<file path="src/rtl/mfu_accumulator_if.sv">
// mfu_accumulator_if: product-beat input channel, result output channel and
// the sticky mode-error status of the mFU partial-sum accumulator.
// master = upstream mFU plus downstream requantisation stage, slave = accumulator.
interface mfu_accumulator_if #(
    parameter int ACC_W = 32,
    parameter int CNT_W = 10
);
    logic             in_valid;
    logic             in_ready;
    logic [15:0]      in_p;
    logic [1:0]       in_mode;
    logic             in_last;
    logic             out_valid;
    logic             out_ready;
    logic [ACC_W-1:0] out_acc;
    logic [CNT_W-1:0] out_cnt;
    logic             err_mode;

    modport master (
        output in_valid, in_p, in_mode, in_last, out_ready,
        input  in_ready, out_valid, out_acc, out_cnt, err_mode
    );

    modport slave (
        input  in_valid, in_p, in_mode, in_last, out_ready,
        output in_ready, out_valid, out_acc, out_cnt, err_mode
    );
endinterface

</file>
<file path="src/rtl/mfu_accumulator.sv">
// mfu_accumulator: decodes each 16-bit mFU product word into 1/2/4 signed
// lanes according to its mode, accumulates the lane sums into a dot product
// and hands the finished sum downstream through a valid/ready handshake.
// Optional feature macro: MFU_ACC_SAT_EN -- saturating accumulation instead
// of two's complement wrap-around.
module mfu_accumulator #(
    parameter int ACC_W = 32,
    parameter int CNT_W = 10
) (
    input  logic                 clk,
    input  logic                 nrst,
    mfu_accumulator_if.slave     bus
);

    typedef enum logic [1:0] {
        ST_IDLE = 2'd0,
        ST_ACC  = 2'd1,
        ST_HOLD = 2'd2
    } state_t;

    state_t                  state_r;
    state_t                  state_nxt_s;

    logic signed [ACC_W-1:0] acc_r;
    logic signed [ACC_W-1:0] acc_nxt_s;
    logic        [CNT_W-1:0] cnt_r;
    logic        [CNT_W-1:0] cnt_nxt_s;

    logic                    in_ready_r;
    logic                    out_valid_r;
    logic signed [ACC_W-1:0] out_acc_r;
    logic        [CNT_W-1:0] out_cnt_r;
    logic                    err_mode_r;

    logic                    accept_s;
    logic                    counted_s;
    logic                    load_out_s;
    logic                    err_set_s;
    logic signed [15:0]      lane_sum_s;
    logic signed [ACC_W-1:0] lane_ext_s;

    // Sum of the signed lanes packed in one product word; mode 3 contributes nothing.
    function automatic logic signed [15:0] lane_sum_f(input logic [15:0] p, input logic [1:0] mode);
        logic signed [15:0] s;
        case (mode)
            2'd0:    s = signed'(p);
            2'd1:    s = 16'(signed'(p[15:8])) + 16'(signed'(p[7:0]));
            2'd2:    s = 16'(signed'(p[15:12])) + 16'(signed'(p[11:8]))
                       + 16'(signed'(p[7:4]))   + 16'(signed'(p[3:0]));
            default: s = 16'sd0;
        endcase
        return s;
    endfunction

    // One accumulate step: wraps, or clamps on true signed overflow when saturation is built in.
    function automatic logic signed [ACC_W-1:0] acc_add_f(input logic signed [ACC_W-1:0] a,
                                                          input logic signed [ACC_W-1:0] b);
        logic signed [ACC_W-1:0] s;
        s = a + b;
`ifdef MFU_ACC_SAT_EN
        if ((a[ACC_W-1] == b[ACC_W-1]) && (s[ACC_W-1] != a[ACC_W-1])) begin
            s = a[ACC_W-1] ? {1'b1, {(ACC_W-1){1'b0}}} : {1'b0, {(ACC_W-1){1'b1}}};
        end else begin
            s = s;
        end
`endif
        return s;
    endfunction

    assign accept_s   = bus.in_valid & in_ready_r;
    assign counted_s  = (bus.in_mode != 2'd3);
    assign lane_sum_s = lane_sum_f(bus.in_p, bus.in_mode);
    assign lane_ext_s = ACC_W'(lane_sum_s);

    // FSM state register.
    always_ff @(posedge clk) begin
        if (nrst) begin
            state_r <= ST_IDLE;
        end else begin
            state_r <= state_nxt_s;
        end
    end

    // FSM next-state: in_last closes a group, the output handshake reopens the input.
    always_comb begin
        state_nxt_s = state_r;
        case (state_r)
            ST_IDLE, ST_ACC: begin
                if (accept_s) begin
                    state_nxt_s = bus.in_last ? ST_HOLD : ST_ACC;
                end else begin
                    state_nxt_s = state_r;
                end
            end
            ST_HOLD: begin
                if (bus.out_ready) begin
                    state_nxt_s = ST_IDLE;
                end else begin
                    state_nxt_s = ST_HOLD;
                end
            end
            default: state_nxt_s = ST_IDLE;
        endcase
    end

    // FSM outputs: next accumulator/count, result load strobe and mode-error strobe.
    always_comb begin
        acc_nxt_s  = acc_r;
        cnt_nxt_s  = cnt_r;
        load_out_s = 1'b0;
        err_set_s  = 1'b0;
        case (state_r)
            ST_IDLE, ST_ACC: begin
                if (accept_s) begin
                    acc_nxt_s = acc_add_f(acc_r, lane_ext_s);
                    if (counted_s && (cnt_r != {CNT_W{1'b1}})) begin
                        cnt_nxt_s = cnt_r + {{(CNT_W-1){1'b0}}, 1'b1};
                    end else begin
                        cnt_nxt_s = cnt_r;
                    end
                    load_out_s = bus.in_last;
                    err_set_s  = ~counted_s;
                end else begin
                    acc_nxt_s = acc_r;
                    cnt_nxt_s = cnt_r;
                end
            end
            ST_HOLD: begin
                if (bus.out_ready) begin
                    acc_nxt_s = {ACC_W{1'b0}};
                    cnt_nxt_s = {CNT_W{1'b0}};
                end else begin
                    acc_nxt_s = acc_r;
                    cnt_nxt_s = cnt_r;
                end
            end
            default: begin
                acc_nxt_s = {ACC_W{1'b0}};
                cnt_nxt_s = {CNT_W{1'b0}};
            end
        endcase
    end

    // Datapath and registered outputs; the result holds until the next group closes.
    always_ff @(posedge clk) begin
        if (nrst) begin
            acc_r       <= {ACC_W{1'b0}};
            cnt_r       <= {CNT_W{1'b0}};
            in_ready_r  <= 1'b1;
            out_valid_r <= 1'b0;
            out_acc_r   <= {ACC_W{1'b0}};
            out_cnt_r   <= {CNT_W{1'b0}};
            err_mode_r  <= 1'b0;
        end else begin
            acc_r       <= acc_nxt_s;
            cnt_r       <= cnt_nxt_s;
            in_ready_r  <= (state_nxt_s != ST_HOLD);
            out_valid_r <= (state_nxt_s == ST_HOLD);
            if (load_out_s) begin
                out_acc_r <= acc_nxt_s;
                out_cnt_r <= cnt_nxt_s;
            end else begin
                out_acc_r <= out_acc_r;
                out_cnt_r <= out_cnt_r;
            end
            err_mode_r  <= err_mode_r | err_set_s;
        end
    end

    assign bus.in_ready  = in_ready_r;
    assign bus.out_valid = out_valid_r;
    assign bus.out_acc   = out_acc_r;
    assign bus.out_cnt   = out_cnt_r;
    assign bus.err_mode  = err_mode_r;

endmodule

</file>
<file path="src/flat_wrapper.sv">
// flat-port wrapper written by rule: the top's interface ports become plain ports
module mfu_accumulator_flat 
#(
    parameter int ACC_W = 32,
    parameter int CNT_W = 10
)
  (clk, nrst, bus_in_valid, bus_in_p, bus_in_mode, bus_in_last, bus_out_ready, bus_in_ready, bus_out_valid, bus_out_acc, bus_out_cnt, bus_err_mode);
  mfu_accumulator_if #(.ACC_W(ACC_W), .CNT_W(CNT_W)) bus_i ();
  input  logic clk;
  input  logic nrst;
  input wire logic [$bits(bus_i.in_valid)-1:0] bus_in_valid;
  input wire logic [$bits(bus_i.in_p)-1:0] bus_in_p;
  input wire logic [$bits(bus_i.in_mode)-1:0] bus_in_mode;
  input wire logic [$bits(bus_i.in_last)-1:0] bus_in_last;
  input wire logic [$bits(bus_i.out_ready)-1:0] bus_out_ready;
  output wire logic [$bits(bus_i.in_ready)-1:0] bus_in_ready;
  output wire logic [$bits(bus_i.out_valid)-1:0] bus_out_valid;
  output wire logic [$bits(bus_i.out_acc)-1:0] bus_out_acc;
  output wire logic [$bits(bus_i.out_cnt)-1:0] bus_out_cnt;
  output wire logic [$bits(bus_i.err_mode)-1:0] bus_err_mode;
  assign bus_i.in_valid = bus_in_valid;
  assign bus_i.in_p = bus_in_p;
  assign bus_i.in_mode = bus_in_mode;
  assign bus_i.in_last = bus_in_last;
  assign bus_i.out_ready = bus_out_ready;
  assign bus_in_ready = bus_i.in_ready;
  assign bus_out_valid = bus_i.out_valid;
  assign bus_out_acc = bus_i.out_acc;
  assign bus_out_cnt = bus_i.out_cnt;
  assign bus_err_mode = bus_i.err_mode;
  mfu_accumulator #(.ACC_W(ACC_W), .CNT_W(CNT_W)) u_core (.clk(clk), .nrst(nrst), .bus(bus_i));
endmodule
</file>
<file path="config.mk">
export PLATFORM = sky130hd
export DESIGN_NAME = mfu_accumulator_flat
export DESIGN_NICKNAME = d
export VERILOG_FILES = /design/src/rtl/mfu_accumulator_if.sv /design/src/rtl/mfu_accumulator.sv /design/src/flat_wrapper.sv
export SDC_FILE = /design/constraint.sdc
export NUM_CORES = 1
export LEC_CHECK = 0
export CAP_MARGIN = 20
export CORE_ASPECT_RATIO = 1.2
export CORE_UTILIZATION = 63
export CTS_CLUSTER_DIAMETER = 80
export DETAILED_ROUTE_END_ITERATION = 16
export HOLD_SLACK_MARGIN = 0.15
export PLACE_DENSITY = 0.95
export SYNTH_ARGS = -nofsm -noshare
export SYNTH_HDL_FRONTEND = slang
export SYNTH_SLANG_ARGS = --single-unit
</file>
<file path="constraint.sdc">
create_clock -name clk -period 17.75 [get_ports clk]
set_input_delay 1.775 -clock clk [delete_from_list [all_inputs] [get_ports clk]]
set_output_delay 1.775 -clock clk [all_outputs]
set_load 0.005 [all_outputs]
</file>
==> summary.txt, run 1 <==
Cells and area
  – Final #Nets: 932
  – Finished Core Util: 74.13%
  – Fill cell count: 753
  – Post-route insts no fill: 994
  – Share of cells above drive strength 1: 4.493%
  – Area Growth Syn to Fin: 14.33%
  – Diode count: 0

Clock network
  – Inserted Clock Buffers: 9
  – Hold buffers post-CTS: 0
  – CTS tree: built
  – Longest Clk Path Bufs: 2
  – Worst-Skew Late Latency: 0.35 ns
  – Post-CTS resize count: 0
  – # H-tree levels: 3
  – Clk Tree Root Cell: clkbuf_16
  – Worst-path clk slew: 0.06 ns
  – CTS Sinks: 89
  – Post-CTS setup buffer count: 0

Timing
  – Slew HR: 35.69%
  – TNS Setup: 0 ns
  – Period utilization: 44.28%
  – Minimum clock period: 7.861 ns
  – Final hold violations: 0
  – Fmax: 0.1272 GHz
  – Worst clock skew: 0.009594 ns
  – RSZ-0062 raised after global routing: no
  – Pins Over Slew Limit: 0
  – Endpoints failing setup: 0
  – Fin Hold WS: 0.4975 ns
  – Worst Tran Pin Value: 0.9623 ns

Logic synthesis
  – Post-synthesis sequential area ratio: 27.32%
  – Asr flop ratio synth: 0%
  – Synthesized flop and latch total: 89
  – Syn Inst Count: 843
  – Syn_area_per_cell: 7.737 sq um
  – Share of the synthesized area in the top cell type: 27.32%
  – Syn_nets: 912
  – Yosys cell types: 75
  – Area contributors post-synth: dfxtp_1, ha_1, a21oi_1, nor2_1, fa_1
  – Ys flop type: dfxtp_1
  – Cell taking the most area after synthesis: dfxtp_1
  – Most common cell in the synthesized netlist: dfxtp_1
  – Yosys warns: 0
  – Most frequent cells after synthesis: dfxtp_1, nor2_1, a21oi_1, nand2_1, clkbuf_1
  – Post-synth EDFFs: 0
  – Mapped Area: 0.006523 sq mm

Global routing
  – Pin count of the biggest net entering global routing: 70
  – Vias in the first global route: 6303
  – Antenna violations before repair: 0
  – Total grt overflow: 0
  – GRT Overall Usage: 36.20%
  – First-pass GRT wire length: 30650 um

Min path
  – Worst Hold Path Cells: 2
  – HP Start: u_core.bus.err_mode
  – Class of the worst hold path: flip-flop to flip-flop

Critical path
  – Crit-path max FO: 6
  – CP arrival: 8.09 ns
  – Setup CP Type: input pin to flip-flop
  – Setup crit end kind: flip-flop
  – Worst EP required: 17.98 ns
  – R2r setup slk: 14.27 ns
  – Crit path launch: bus_in_p[9]
  – R2R Path End: u_core.bus.out_acc[28]
  – Worst R2R Path Depth: 10
  – CP endpoint: u_core.bus.out_acc[28]
  – Setup crit start kind: input pin
  – Reg2reg start: u_core.acc_r[0]

Routing
  – Wire length per cell: 19.25 um
  – Final WL: 19130 um
  – Drt pass-1 iters: 6
  – DRT iter0 DRCs: 522
  – DR vias/cell: 6.657
  – Vias: 6617
  – Detail Route Antenna Nets: 0
  – Detailed-route DRC error count: 0

Die
  – Ports: 68
  – Full die area: 0.01077 sq mm
  – # rows: 40
  – Chip width: 94.89 um
  – Die Y-Extent: 113.5 um
  – Core area: 0.01006 sq mm
  – Initial Util: 64.84%

Power
  – Power Total: 738.9 uW
  – P per Cell Area: 99.08 mW/mm^2
  – Maximum VDD drop: 0.00009661 V
  – Leak Pwr: 0.002897 uW

Outcome
  – Status: finished clean

Placement
  – PortBufs: 67
  – GP Congestion: 0.9594
  – Final HPWL from detailed placement: 13350 um
  – Post-Place Cells: 978

Run
  – Max Cap Viol: 0
==> worst min-delay path by stage <==
stage	to	slack, ns
after global routing	u_core.bus.out_acc[7]	0.52
after floorplan	u_core.bus.err_mode	0.46
after global placement	u_core.bus.err_mode	0.48
after CTS	u_core.bus.out_acc[7]	0.50
after detailed placement	u_core.bus.err_mode	0.49
final	u_core.bus.err_mode	0.50
==> where the power goes <==
group | switching (uW) | internal (uW) | total [uW]
logic | 168 | 124 | 293
clock network | 84.4 | 111 | 195
registers | 29.3 | 222 | 251
==> per-stage QoR <==
| step | setup WS [ns] | area (sq um) |
|---|---|---|
| after floorplan | 10.77 | 6523 |
| after global placement | 9.861 | 7154 |
| after detailed placement | 9.574 | 7154 |
| after CTS | 9.934 | 7457 |
| after global routing | 9.451 | 7457 |
| final | 9.890 | 7457 |
==> kinds of logic after synthesis <==
family	synth area share, %
muxes	3.395
adders and majority gates	10.21
DFF	27.32
AOI/OAI and AO/OA	23.88
xor gates and xnor gates	3.894
and+or+nand+nor	25.38
buffers and inverters	5.927
==> placed cells by master, fill, tap and decap left out, types with 5 or more instances in the layout <==
| cell | synthesis | final |
|---|---|---|
| fa_1 | 12 | 12 |
| nor2b_1 | 7 | 7 |
| and3_1 | 6 | 5 |
| a21o_1 | 14 | 14 |
| or4_1 | 6 | 6 |
| o31ai_1 | 5 | 5 |
| clkbuf_16 | 0 | 9 |
| o21ai_0 | 42 | 42 |
| nand2_1 | 59 | 59 |
| nor3b_1 | 6 | 6 |
| and4_1 | 9 | 9 |
| xor2_1 | 7 | 7 |
| clkdlybuf4s50_1 | 0 | 66 |
| nor2_1 | 86 | 86 |
| nand2b_1 | 7 | 7 |
| inv_1 | 31 | 31 |
| o211ai_1 | 8 | 8 |
| ha_1 | 34 | 34 |
| o22ai_1 | 7 | 7 |
| a311oi_1 | 5 | 5 |
| or3_1 | 10 | 10 |
| a21oi_1 | 67 | 67 |
| buf_4 | 1 | 9 |
| nor3_1 | 38 | 37 |
| a22oi_1 | 11 | 11 |
| dfxtp_1 | 89 | 88 |
| mux2i_1 | 21 | 21 |
| nand4_1 | 13 | 13 |
| nor4b_1 | 6 | 6 |
| a211oi_1 | 22 | 22 |
| nor4_1 | 24 | 24 |
| nand3_1 | 33 | 33 |
| a31oi_1 | 5 | 5 |
| xnor2_1 | 22 | 22 |
==> cell type report <==
cell class              instances  area [sq um]  area share (%)
clock inverters                 6         73.82          0.9899
flip-flops and latches         89          1783           23.91
repair buffers                 76         733.2           9.832
inverters                      32         120.1           1.611
multi-input cells             655          4360           58.47
well taps                     126         157.7           2.114
clock buffers                  10         229.0           3.070
==> per-layer routing <==
layer	track usage, %	part of all wire (%)
met3	8.600	7.7
met5	0	0
met4	20.40	4.4
met1	41.13	39
met2	61.44	49
==> flip-flops by register name, indices dropped and copies added, names as in the netlist <==
name,cells
u_core.bus.out_acc,32
u_core.bus.out_valid,1
u_core.bus.out_cnt,10
u_core.bus.err_mode,1
u_core.cnt_r,10
u_core.state_r,2
u_core.bus.in_ready,1
u_core.acc_r,32
==> worst max-delay path, stage by stage <==
cell and delay, ns:
clkdlybuf4s50_1 0.57, inv_1 0.09, fa_1 0.51, inv_1 0.04, ha_1 0.22, fa_1 0.40, nand2_1 0.09, nand3b_1 0.08
mux2i_1 0.48, ha_1 0.36, inv_1 0.09, o21bai_1 0.12, fa_1 0.46, a221o_1 0.34, ha_1 0.23, nor3_1 0.21
nand2_1 0.09, nor3_1 0.44, o31ai_1 0.22, a21oi_2 0.46, mux2i_1 0.38, nor4_1 0.09, a311o_1 0.36
(Power assumes the default switching activity.)
==> run 2, diff against run 1 <==
Settings changed: CORE_UTILIZATION 63 to 58, PLACE_DENSITY 0.95 to 0.9.
Clock period 17.75 ns to 8 ns, I/O delays scaled along.
==> run 2 against run 1 <==
  * Sequential power is 120% higher
  * Critical path type unchanged
  * Register-to-register slack worse by 9.6 ns
  * Worst hold slack worse by 0.0015 ns
==> summary.txt, run 2 (same netlist as run 1, synthesis figures left out) <==
Clock network
  – Post-CTS setup buffer count: 0
  – Hold buffers post-CTS: 0
  – CTS tree: built
  – Inserted Clock Buffers: 9
  – Longest Clk Path Bufs: 2
  – CTS Sinks: 89
  – Worst-Skew Late Latency: 0.35 ns
  – Post-CTS resize count: 0
  – # H-tree levels: 3
  – Clk Tree Root Cell: clkbuf_16
  – Worst-path clk slew: 0.07 ns

Outcome
  – Status: finished clean

Critical path
  – R2r setup slk: 4.65 ns
  – CP endpoint: u_core.bus.out_acc[28]
  – R2R Path End: u_core.bus.out_acc[28]
  – Crit path launch: bus_in_p[9]
  – Setup crit start kind: input pin
  – Worst R2R Path Depth: 10
  – Worst EP required: 8.23 ns
  – CP arrival: 7.03 ns
  – Setup CP Type: input pin to flip-flop
  – Setup crit end kind: flip-flop
  – Crit-path max FO: 6
  – Reg2reg start: u_core.acc_r[0]

Global routing
  – Total grt overflow: 0
  – GRT Overall Usage: 32.88%
  – First-pass GRT wire length: 30840 um
  – Vias in the first global route: 6284
  – Antenna violations before repair: 0
  – Pin count of the biggest net entering global routing: 70

Die
  – Chip width: 98.81 um
  – Initial Util: 59.39%
  – Full die area: 0.01168 sq mm
  – Ports: 68
  – Core area: 0.01098 sq mm
  – # rows: 42
  – Die Y-Extent: 118.2 um

Timing
  – Setup WS post-layout: 1.198 ns
  – Worst clock skew: 0.01083 ns
  – Final hold violations: 0
  – RSZ-0062 raised after global routing: no
  – Endpoints failing setup: 0
  – Minimum clock period: 6.802 ns
  – TNS Setup: 0 ns
  – Worst Tran Pin Value: 0.9143 ns
  – Slew HR: 38.90%
  – Pins Over Slew Limit: 0
  – Fmax: 0.1470 GHz
  – Period utilization: 85.02%

Min path
  – HP Start: u_core.bus.out_acc[26]
  – Class of the worst hold path: flip-flop to flip-flop

Routing
  – DR vias/cell: 6.591
  – Vias: 6591
  – DRT iter0 DRCs: 552
  – Detail Route Antenna Nets: 0
  – Drt pass-1 iters: 8
  – Detailed-route DRC error count: 0
  – Final WL: 18650 um
  – Wire length per cell: 18.65 um

Power
  – P per Cell Area: 219.7 mW/mm^2
  – Leak Pwr: 0.002899 uW
  – Power Total: 1641 uW
  – Maximum VDD drop: 0.0001318 V

Cells and area
  – Final #Nets: 932
  – Area Growth Syn to Fin: 14.48%
  – Share of cells above drive strength 1: 4.493%
  – Most common cell after layout, fill and taps aside: dfxtp_1
  – Most frequent cells in the layout: dfxtp_1, nor2_1, a21oi_1, clkdlybuf4s50_1, nand2_1
  – Finished Core Util: 67.99%
  – Diode count: 0

Placement
  – GP Congestion: 0.9437
  – PortBufs: 67
  – Pre-CTS WS: 0.8882 ns
  – Final HPWL from detailed placement: 13110 um

Run
  – Max Cap Viol: 0
## run 2: where the power goes
part / switching, uW / internal, uW / leakage [uW]
Sequential: 64.8 / 492 / 0.000728
Combinational: 371 / 275 / 0.00202
Clock: 191 / 247 / 0.000149
Total: 627 / 1010 / 0.00290
## run 2: stage by stage
stage          cells  hold slack, ns  cell area [sq um]
2_1_floorplan    843          0.4605               6523
3_5_place_dp     984          0.4865               7162
5_1_grt         1000          0.5196               7467
4_1_cts         1000          0.5012               7467
3_3_place_gp     984          0.4717               7162
6_report        1000          0.4960               7467
## run 2: cell type report
cell class	instances	area (sq um)
multi-input combinational	655	4360
fill	872	3516
sequential	89	1783
timing repair buffer	76	733.2
clock buffer	10	229.0
tap	132	165.2
inverter	32	120.1
clock inverter	6	76.32
## run 2: worst min path at each step
stage                                         to  slack, ns  cells past startpoint
final                     u_core.bus.out_acc[26]       0.50                      2
after floorplan              u_core.bus.err_mode       0.46                      2
after detailed placement  u_core.bus.out_acc[26]       0.49                      2
after CTS                  u_core.bus.out_acc[5]       0.50                      2
after global routing       u_core.bus.out_cnt[2]       0.52                      2
after global placement       u_core.bus.err_mode       0.47                      2
## run 2: metal layers
metal	share of wire, %	GRT usage, %
met2	49	56.21
met3	6.9	6.387
met5	0	0
met1	39	38.75
met4	4.9	17.07
## run 2: worst max-delay path, stage by stage
cell and delay, ns:
clkdlybuf4s50_1 0.56, inv_1 0.08, fa_1 0.50, inv_1 0.04, ha_1 0.22, fa_1 0.41, nand2_1 0.09, nand3b_1 0.07
mux2i_1 0.49, ha_1 0.36, inv_1 0.10, o21bai_1 0.13, fa_1 0.46, a221o_1 0.32, ha_1 0.23, nor3_1 0.20
nand2_1 0.08, nor3_1 0.45, o31ai_1 0.22, a21oi_2 0.41, mux2i_1 0.38, nor4_1 0.08, a311o_1 0.34
==> run 3, diff against run 2 <==
Settings changed: CORE_UTILIZATION 58 to 65, DONT_BUFFER_PORTS set to 1, MAX_ROUTING_LAYER set to met4.
==> run 3 against run 2 <==
  * Combinational power shrank 8.2%
  * Power shrank 5.9%
  * Register-to-register slack lost 0.11 ns
  * Utilization grew 2.2 points
  * Worst setup slack gained 0.50 ns
  * Critical path type unchanged
  * Highest routed layer unchanged
==> summary.txt, run 3 (same netlist as run 1, synthesis figures left out) <==
Outcome
  – Status: finished clean

Cells and area
  – Area Growth Syn to Fin: 3.434%
  – Final #Nets: 864
  – Diode count: 0
  – Most common cell after layout, fill and taps aside: dfxtp_1
  – Design area: 0.006746 sq mm
  – Share of cells above drive strength 1: 4.506%
  – Most frequent cells in the layout: dfxtp_1, nor2_1, a21oi_1, nand2_1, o21ai_0

Timing
  – Setup WS post-layout: 1.699 ns
  – Worst Tran Pin Value: 0.9847 ns
  – Pins Over Slew Limit: 0
  – RSZ-0062 raised after global routing: no
  – Slew HR: 34.20%
  – Endpoints failing setup: 0
  – Period utilization: 78.76%
  – Fmax: 0.1587 GHz
  – TNS Setup: 0 ns
  – Minimum clock period: 6.301 ns
  – Worst clock skew: 0.008662 ns
  – Final hold violations: 0

Global routing
  – GRT Overall Usage: 36.13%
  – Antenna violations before repair: 0
  – Pin count of the biggest net entering global routing: 70
  – Vias in the first global route: 6063
  – First-pass GRT wire length: 29270 um
  – Total grt overflow: 0

Routing
  – DRT iter0 DRCs: 857
  – Detailed-route DRC error count: 0
  – Detail Route Antenna Nets: 0
  – Drt pass-1 iters: 5
  – Vias: 6392
  – DR vias/cell: 6.933
  – Wire length per cell: 19.68 um
  – Final WL: 18140 um

Clock network
  – Clk Tree Root Cell: clkbuf_16
  – Inserted Clock Buffers: 9
  – Hold buffers post-CTS: 0
  – Post-CTS resize count: 0
  – Worst-path clk slew: 0.06 ns
  – Worst-Skew Late Latency: 0.34 ns
  – # H-tree levels: 3
  – Post-CTS setup buffer count: 0
  – CTS Sinks: 89
  – Longest Clk Path Bufs: 2
  – CTS tree: built

Critical path
  – Setup crit start kind: input pin
  – Setup CP Type: input pin to flip-flop
  – Crit-path max FO: 6
  – Setup crit end kind: flip-flop
  – CP arrival: 6.52 ns
  – Worst EP required: 8.22 ns

Placement
  – PortBufs: 0
  – Cell Area, Placed: 0.006477 sq mm
  – Final HPWL from detailed placement: 13070 um
  – Pre-CTS WS: 1.398 ns
  – GP Congestion: 0.9997

Die
  – Chip width: 93.45 um
  – Full die area: 0.01044 sq mm
  – Die Y-Extent: 111.7 um
  – # rows: 39
  – Core area: 0.009613 sq mm
  – Initial Util: 67.85%
  – Ports: 68

Power
  – Clock power share: 25.2%
  – Maximum VDD drop: 0.0001772 V
  – P per Cell Area: 228.8 mW/mm^2
  – Combinational cell fraction of total power: 38.4%
  – Sw Share: 38.99%
  – Internal power: 941.9 uW
  – Switch Pwr: 601.9 uW
  – Sequential power share: 36.3%
  – Leak Pwr: 0.002622 uW

Run
  – Max Cap Viol: 0

Min path
  – Class of the worst hold path: flip-flop to flip-flop
-- run 3: layout make-up --
class,count,area (sq um)
clock buffers,10,229.0
repair buffers,8,60.06
clock inverters,5,40.04
flip-flops and latches,89,1783
multi-input cells,655,4360
well taps,123,153.9
inverters,32,120.1
fillers,786,2867
-- run 3: routing by layer --
metal  global-route usage [%]  part of all wire [%]  vias up
met1                    45.81                    42     3007
met5                        -                     0        -
met2                    57.30                    47      333
met4                    11.69                   2.2        0
li1                         -                     -     3014
met3                    7.445                   8.8       38
-- run 3: stage by stage --
step	util [%]	hold slack (ns)	cells	power, uW
2_1_floorplan	-	0.4605	843	1021
3_5_place_dp	67.38	0.5101	907	1144
5_1_grt	70.18	0.5294	922	1633
6_report	70.18	0.5161	922	1544
3_3_place_gp	67.38	0.4982	907	1120
4_1_cts	70.18	0.5164	922	1531
-- run 3: final timing paths --
path | endpoint | from | slack [ns] | depth (start not counted)
min reg2reg | u_core.bus.out_acc[5] | u_core.bus.out_acc[5] | 0.52 | 2
max | u_core.bus.out_acc[28] | bus_in_p[5] | 1.70 | 22
max reg2reg | u_core.bus.out_acc[28] | u_core.acc_r[0] | 4.54 | 10
min | u_core.bus.out_acc[5] | u_core.bus.out_acc[5] | 0.52 | 2
-- run 3: critical path, stage by stage --
cell	delay, ns
inv_1	0.04
fa_1	0.54
inv_1	0.05
ha_1	0.22
fa_1	0.40
nand2_1	0.08
nand3b_1	0.07
mux2i_1	0.48
ha_1	0.36
inv_1	0.11
o21bai_1	0.13
fa_1	0.46
a221o_1	0.34
ha_1	0.23
nor3_1	0.22
nand2_1	0.09
nor3_1	0.39
o31ai_1	0.19
a21oi_2	0.48
mux2i_1	0.41
nor4_1	0.08
a311o_1	0.34
-- run 3: power by group through the flow --
| stage | clock, uW | sequential (uW) | combinational, uW |
|---|---|---|---|
| 2_1_floorplan | 0 | 527 | 495 |
| 3_3_place_gp | 0 | 564 | 556 |
| 3_5_place_dp | 0 | 567 | 577 |
| 4_1_cts | 393 | 558 | 581 |
| 5_1_grt | 409 | 569 | 655 |
| 6_report | 390 | 561 | 593 |
